**src/rtl/ctrl_pkg.sv**
```systemverilog
// Shared control definitions: opcode constants, fetch FSM encodings, word width.
package ctrl_pkg;

    localparam int INSTR_W = 32;

    localparam logic [5:0] OP_RTYPE = 6'b000000;
    localparam logic [5:0] OP_J     = 6'b000010;
    localparam logic [5:0] OP_BEQ   = 6'b000100;
    localparam logic [5:0] OP_LW    = 6'b100011;
    localparam logic [5:0] OP_SW    = 6'b101011;

    typedef enum logic [2:0] {
        S_IDLE    = 3'd0,
        S_FETCH   = 3'd1,
        S_HOLD    = 3'd2,
        S_WAIT_PC = 3'd3,
        S_HALT    = 3'd4
    } fetch_state_e;

endpackage

```
**src/rtl/next_pc_calc.sv**
```systemverilog
// Combinational next-PC selection: sequential, beq target or j target.
// Only instr[25:0] matters here (jump index; its low half is the branch offset).
module next_pc_calc
    import ctrl_pkg::*;
(
    input  logic [INSTR_W-1:0] pc,
    input  logic [25:0]        instrLow,
    input  logic               branch,
    input  logic               jump,
    input  logic               zero,
    output logic [INSTR_W-1:0] pcPlus4,
    output logic [INSTR_W-1:0] nextPc
);

    logic [INSTR_W-1:0] branch_off;
    logic [INSTR_W-1:0] jump_tgt;

    assign pcPlus4    = pc + 32'd4;
    assign branch_off = {{14{instrLow[15]}}, instrLow[15:0], 2'b00};
    assign jump_tgt   = {pcPlus4[31:28], instrLow, 2'b00};

    // Jump takes priority over a taken branch; everything wraps modulo 2^32.
    always_comb begin
        nextPc = pcPlus4;
        if (jump) begin
            nextPc = jump_tgt;
        end else if (branch && zero) begin
            nextPc = pcPlus4 + branch_off;
        end
    end

endmodule

```
**src/rtl/instr_fetch_unit.sv**
```systemverilog
// Multi-cycle fetch front end: owns the PC, fetches one word over req/ack,
// holds it in the instruction register until downstream accepts it, then
// waits for the datapath to resolve the next PC.
//
// Handshakes:
//   imem : imemReq stays high (imemAddr stable) until a cycle with imemAck;
//          imemData is taken only in that cycle. Ack outside FETCH is ignored.
//   instr: instrValid stays high (instr stable) until a cycle with instrReady;
//          the word transfers in exactly that cycle.
module instr_fetch_unit
    import ctrl_pkg::*;
#(
    parameter logic [31:0] RESET_PC = 32'h0000_0000,
    parameter int          TIMEOUT  = 16
) (
    input  logic               clk,
    input  logic               reset,
    output logic               imemReq,
    output logic [INSTR_W-1:0] imemAddr,
    input  logic               imemAck,
    input  logic [INSTR_W-1:0] imemData,
    output logic [INSTR_W-1:0] instr,
    output logic [5:0]         opCode,
    output logic               instrValid,
    input  logic               instrReady,
    input  logic               pcUpdate,
    input  logic               branch,
    input  logic               jump,
    input  logic               zero,
    output logic [INSTR_W-1:0] pc,
    output logic [INSTR_W-1:0] pcPlus4,
    output logic               fetchErr,
    output fetch_state_e       fetchState
);

    localparam int CNT_W = $clog2(TIMEOUT) + 1;
    localparam logic [CNT_W-1:0] CNT_LAST = CNT_W'(TIMEOUT - 1);

    fetch_state_e       state_q;
    logic [INSTR_W-1:0] pc_q;
    logic [INSTR_W-1:0] instr_q;
    logic               valid_q;
    logic               req_q;
    logic               err_q;
    logic [CNT_W-1:0]   wait_cnt_q;
    logic [INSTR_W-1:0] next_pc_d;

    next_pc_calc u_next_pc (
        .pc       (pc_q),
        .instrLow (instr_q[25:0]),
        .branch   (branch),
        .jump     (jump),
        .zero     (zero),
        .pcPlus4  (pcPlus4),
        .nextPc   (next_pc_d)
    );

    // Fetch FSM with instruction register, PC register and ack timeout counter.
    always_ff @(posedge clk) begin
        if (reset) begin
            state_q    <= S_IDLE;
            pc_q       <= RESET_PC;
            instr_q    <= '0;
            valid_q    <= 1'b0;
            req_q      <= 1'b0;
            err_q      <= 1'b0;
            wait_cnt_q <= '0;
        end else begin
            case (state_q)
                S_IDLE: begin
                    req_q   <= 1'b1;
                    state_q <= S_FETCH;
                end
                S_FETCH: begin
                    if (imemAck) begin
                        instr_q <= imemData;
                        valid_q <= 1'b1;
                        req_q   <= 1'b0;
                        state_q <= S_HOLD;
                    end else if (wait_cnt_q == CNT_LAST) begin
                        err_q   <= 1'b1;
                        req_q   <= 1'b0;
                        state_q <= S_HALT;
                    end else begin
                        wait_cnt_q <= wait_cnt_q + 1'b1;
                    end
                end
                S_HOLD: begin
                    // pcUpdate here is deliberately ignored; it belongs to WAIT_PC.
                    if (instrReady) begin
                        valid_q <= 1'b0;
                        state_q <= S_WAIT_PC;
                    end
                end
                S_WAIT_PC: begin
                    if (pcUpdate) begin
                        pc_q       <= next_pc_d;
                        wait_cnt_q <= '0;
                        req_q      <= 1'b1;
                        state_q    <= S_FETCH;
                    end
                end
                S_HALT: begin
                    req_q <= 1'b0;
                end
                default: begin
                    req_q   <= 1'b0;
                    state_q <= S_IDLE;
                end
            endcase
        end
    end

    assign imemReq    = req_q;
    assign imemAddr   = pc_q;
    assign instr      = instr_q;
    assign opCode     = instr_q[31:26];
    assign instrValid = valid_q;
    assign pc         = pc_q;
    assign fetchErr   = err_q;
    assign fetchState = state_q;

endmodule

```
**config.mk**
```make
export PLATFORM = sky130hd
export DESIGN_NAME = instr_fetch_unit
export DESIGN_NICKNAME = d
export VERILOG_FILES = /design/src/rtl/ctrl_pkg.sv /design/src/rtl/next_pc_calc.sv /design/src/rtl/instr_fetch_unit.sv
export SDC_FILE = /design/constraint.sdc
export NUM_CORES = 1
export LEC_CHECK = 0
export ABC_AREA = 1
export BUFFER_PORTS_ARGS = -buffer_cell sky130_fd_sc_hd__clkbuf_2
export CAP_MARGIN = 20
export CORE_MARGIN = 4
export CORE_UTILIZATION = 49
export DETAILED_ROUTE_END_ITERATION = 12
export PLACE_DENSITY = 0.91
export SLEW_MARGIN = 20
export SYNTH_ARGS = -nofsm -noshare
export SYNTH_HDL_FRONTEND = slang
export SYNTH_SLANG_ARGS = --single-unit
```
**constraint.sdc**
```tcl
create_clock -name clk -period 2.7 [get_ports clk]
set_clock_uncertainty 0.15 [all_clocks]
set_input_delay 0.27 -clock clk [delete_from_list [all_inputs] [get_ports clk]]
set_output_delay 0.27 -clock clk [all_outputs]
set_load 0.05 [all_outputs]
```
==> results.json, run 1 <==
{
  "ys_top_cells_by_count": "nand2_1, nor2_1, inv_1",
  "grt_use_total": 0.760,
  "dp_hpwl_mm": 20.9,
  "placed_area_mm2": 0.00868,
  "num_rows": 41,
  "syn_avg_cell_area_um2": 6.16,
  "grt_overflow": 53,
  "ios": 180,
  "synth_area_mm2": 0.00636,
  "worst_endpoint": "imemAddr[21]$_SDFFE_PP0P_/D",
  "cts_buffer_depth": 2,
  "cts_sinks": 73,
  "die_y_um": 122,
  "worstEpCategory": "register input",
  "synthDistinctLibCells": 46,
  "yosysTopAreaCellShare": 0.230,
  "yosysMostFrequentCell": "nand2_1",
  "die_x_um": 122,
  "initial_utilization": 0.502,
  "place_congestion": 1.06,
  "stop_stage": "global routing",
  "synthCells": 1031,
  "h-tree-depth": 3,
  "place_ws_ns": -0.449,
  "synthFlopType": "dfxtp_1",
  "numCtsBuffers": 9,
  "clockRootBuffer": "clkbuf_16",
  "ys_async_sr_fraction": 0,
  "synth.area.top_cells": "dfxtp_1, nand2_1, nor2_1, ha_1, inv_1",
  "synth-seq-area-share": 0.230,
  "io_buffers": 173,
  "error_line": "[ERROR GRT-0232] Routing congestion too high. Check the congestion heatmap in the GUI.",
  "yosys_warnings": 0,
  "yosys.area.top_type": "dfxtp_1",
  "synth-edff-count": 0,
  "status": "stopped before the end",
  "synth_seq_cells": 73,
  "grt_max_degree": 33
}
## per-layer routing
layer / GRT overflow / track usage
met5: 0 / 0.326
met2: 26 / 0.902
met4: 26 / 0.765
met3: 1 / 0.663
met1: 0 / 0.738
## timing repair
item                                   CTS
endpoints found under the hold margin    1
setup endpoints to repair               25
resized for setup                      143
pin swaps                               58
hold buffers                             1
buffers inserted                        28
## kinds of logic after synthesis
| family | synth area share |
|---|---|
| fa+ha+maj | 0.0780 |
| other cells | 0.000590 |
| compound gates | 0.155 |
| simple gates | 0.359 |
| flops | 0.230 |
| xor+xnor | 0.0370 |
| buf+inv | 0.141 |
## per-stage QoR
| stage | instances | hold WS [ns] |
|---|---|---|
| 3_5_place_dp | 1507 | 0.299 |
| 4_1_cts | 1552 | 0.000690 |
| 2_1_floorplan | 1036 | 0.255 |
| 3_3_place_gp | 1507 | 0.290 |
==> run 2: changes to the inputs <==
- CORE_UTILIZATION: 49 -> 40
- PLACE_DENSITY: 0.91 -> not set
- PLACE_DENSITY_LB_ADDON: not set -> 0.15
- clock period: 2.7 -> 3.5 ns (I/O delays scaled with it)
==> run 2 against run 1 <==
The run now ends clean. Synthesized cell count unchanged. Synthesized area unchanged.
==> results.json, run 2 <==
{
  "status": "complete, no violations",
  "min_period_over_period": 0.959,
  "dp_hpwl_mm": 19.5,
  "max_slew_margin": 0.368,
  "synth_seq_cells": 73,
  "final_core_util": 0.513,
  "clock.fmax_mhz": 298,
  "place_congestion": 0.962,
  "die_x_um": 134,
  "critPathKind": "reg -> reg",
  "final_cell_mix": "nand2_1, clkbuf_2, nor2_1",
  "first_iter_violations": 504,
  "yosys_warnings": 0,
  "cts_buffer_depth": 2,
  "timing.final.max_slew_violations": 0,
  "dp_cells": 1397,
  "rr_worst_depth": 21,
  "final.min_clock_period_ns": 3.36,
  "maxCapViolCount": 0,
  "cellPowerDensity_mw_per_mm2": 466,
  "cpMostUsedCell": "nand2_1",
  "hold_viol": 0,
  "cp_slowest_stage_delay_ns": 0.37,
  "grt_max_degree": 40,
  "cp.required_ns": 3.59,
  "final.setup.worst_slack_ns": 0.144,
  "yosysTopAreaCellShare": 0.230,
  "initial_utilization": 0.414,
  "postRouteAntennaNets": 0,
  "place_ws_ns": 0.00389,
  "cts_sinks": 73,
  "fillers": 1649,
  "io_buffers": 173,
  "synthFlopType": "dfxtp_1",
  "worst_pin_slew_ns": 0.947,
  "final_cell_area_mm2": 0.00788,
  "wl_mm": 24.2,
  "hp-class": "in -> reg",
  "grt_use_total": 0.266,
  "peakVddDrop_mv": 0.469,
  "holdWs_ns": 0.0706,
  "clk-insertion-delay-late_ns": 0.35,
  "clk_pin_slew_ns": 0.06,
  "drive_gt1_frac": 0.263,
  "synthCells": 1031,
  "setup_viol": 0,
  "firstDrtPassIters": 5,
  "cts_tree": "yes",
  "dieArea_mm2": 0.0180,
  "diodes": 0,
  "leakage_nw": 4.24,
  "critPathArrivalTime_ns": 3.45,
  "avgViaCountPerCell": 5.04,
  "path_cells": "ha_4 > nand2_1 > nor2_4 > nand2_4 > nor2_8 > nand2_4 > nor3_4 > xnor2_2 > inv_2 > ha_4 > nand2_1 > nor2_1 > inv_1 > nor2_2 > nand4_1 > nand3_1 > nand2_1 > nand3_1 > nand3_1 > nand2_1 > nand2_1",
  "num_rows": 45,
  "synth.area.top_cells": "dfxtp_1, nand2_1, nor2_1, ha_1, inv_1",
  "finalNonFillerCells": 1414,
  "ios": 180,
  "vias": 7131,
  "clockRootBuffer": "clkbuf_16",
  "first_global_vias": 6779,
  "antenna_found_initial": 0,
  "layout_commonest_cell": "nand2_1",
  "core_mm2": 0.0154,
  "tns_ns": 0,
  "placed_area_mm2": 0.00747,
  "crit_path_max_fanout": 6,
  "grt_overflow": 0,
  "critPathSlowestCell": "dfxtp_4",
  "die_y_um": 134,
  "critPathLaunchType": "register",
  "p_total_mw": 3.67,
  "yosysMostFrequentCell": "nand2_1",
  "ys_async_sr_fraction": 0,
  "post_drt_wl_per_cell_um": 17.1,
  "end_kind": "register",
  "numCtsBuffers": 9,
  "syn_to_final_growth_pct": 24.0,
  "synth-seq-area-share": 0.230,
  "fin_nets": 1278,
  "synthDistinctLibCells": 46,
  "syn_avg_cell_area_um2": 6.16,
  "yosys.area.top_type": "dfxtp_1",
  "ys_top_cells_by_count": "nand2_1, nor2_1, inv_1",
  "drc": 0,
  "synth_area_mm2": 0.00636,
  "h-tree-depth": 3,
  "grt_pass1_wl_mm": 37.5,
  "largest_register_ffs": 32,
  "synth-edff-count": 0,
  "hold_path_depth": 3
}
-- run 2: cell counts after synthesis --
Identical to the previous run, type by type.
-- run 2: worst paths after layout --
kind / endpoint / slack (ns) / startpoint
setup / recovery: imemAddr[21] / 0.14 / imemAddr[3]
hold / removal: instr[28] / 0.07 / imemData[28]
setup reg to reg: imemAddr[21] / 0.14 / imemAddr[3]
hold reg to reg: fetchErr / 0.30 / fetchErr
-- run 2: cell type report --
type | count | area, um^2 | share of cell area
Timing Repair Buffer | 213 | 1170 | 0.148
Multi-Input combinational cell | 769 | 4210 | 0.534
Tap cell | 211 | 264 | 0.0335
Clock inverter | 4 | 28.8 | 0.00365
Inverter | 133 | 500 | 0.0635
Clock buffer | 11 | 243 | 0.0308
Sequential cell | 73 | 1470 | 0.186
-- run 2: timing repair --
action                     in CTS  in global routing
pin swaps                       0                  4
resized for setup               2                 28
hold buffers                    0                  0
setup endpoints to repair       1                 15
setup buffers                   0                  2
-- run 2: critical path, delay by kind of cell (launching register included) --
family	cells	cell delay (ns)
XOR/XNOR	1	0.17
adder cells (fa/ha/maj)	2	0.45
buffers and inverters	2	0.21
flip-flops	1	0.37
AND/OR/NAND/NOR	16	1.90
-- run 2: logic make-up (layout without fill, tap and decap cells) --
kind of cell             after synthesis  count (layout)  share of synthesized area
AND/OR/NAND/NOR                      520             520                      0.359
buffers and inverters                194             361                      0.141
AO/OA/AOI/OAI                        178             178                      0.155
flip-flops                            73              73                      0.230
adder cells (fa/ha/maj)               39              39                     0.0780
XOR/XNOR                              26              26                     0.0370
other                                  1               6                   0.000590
-- run 2: metal layers --
layer / vias up / part of all wire / global-route usage
li1: 3616 / - / -
met3: 34 / 0.056 / 0.0398
met4: 0 / 0.025 / 0.0831
met2: 247 / 0.46 / 0.437
met5: - / 0 / 0
met1: 3234 / 0.46 / 0.362
-- run 2: where the power goes --
group	switching, mW	total, mW	leakage, nW	internal (mW)
Sequential	0.162	1.12	0.596	0.962
Combinational	1.26	1.67	3.51	0.413
Clock	0.378	0.875	0.128	0.497
(Power assumes the default switching activity.)
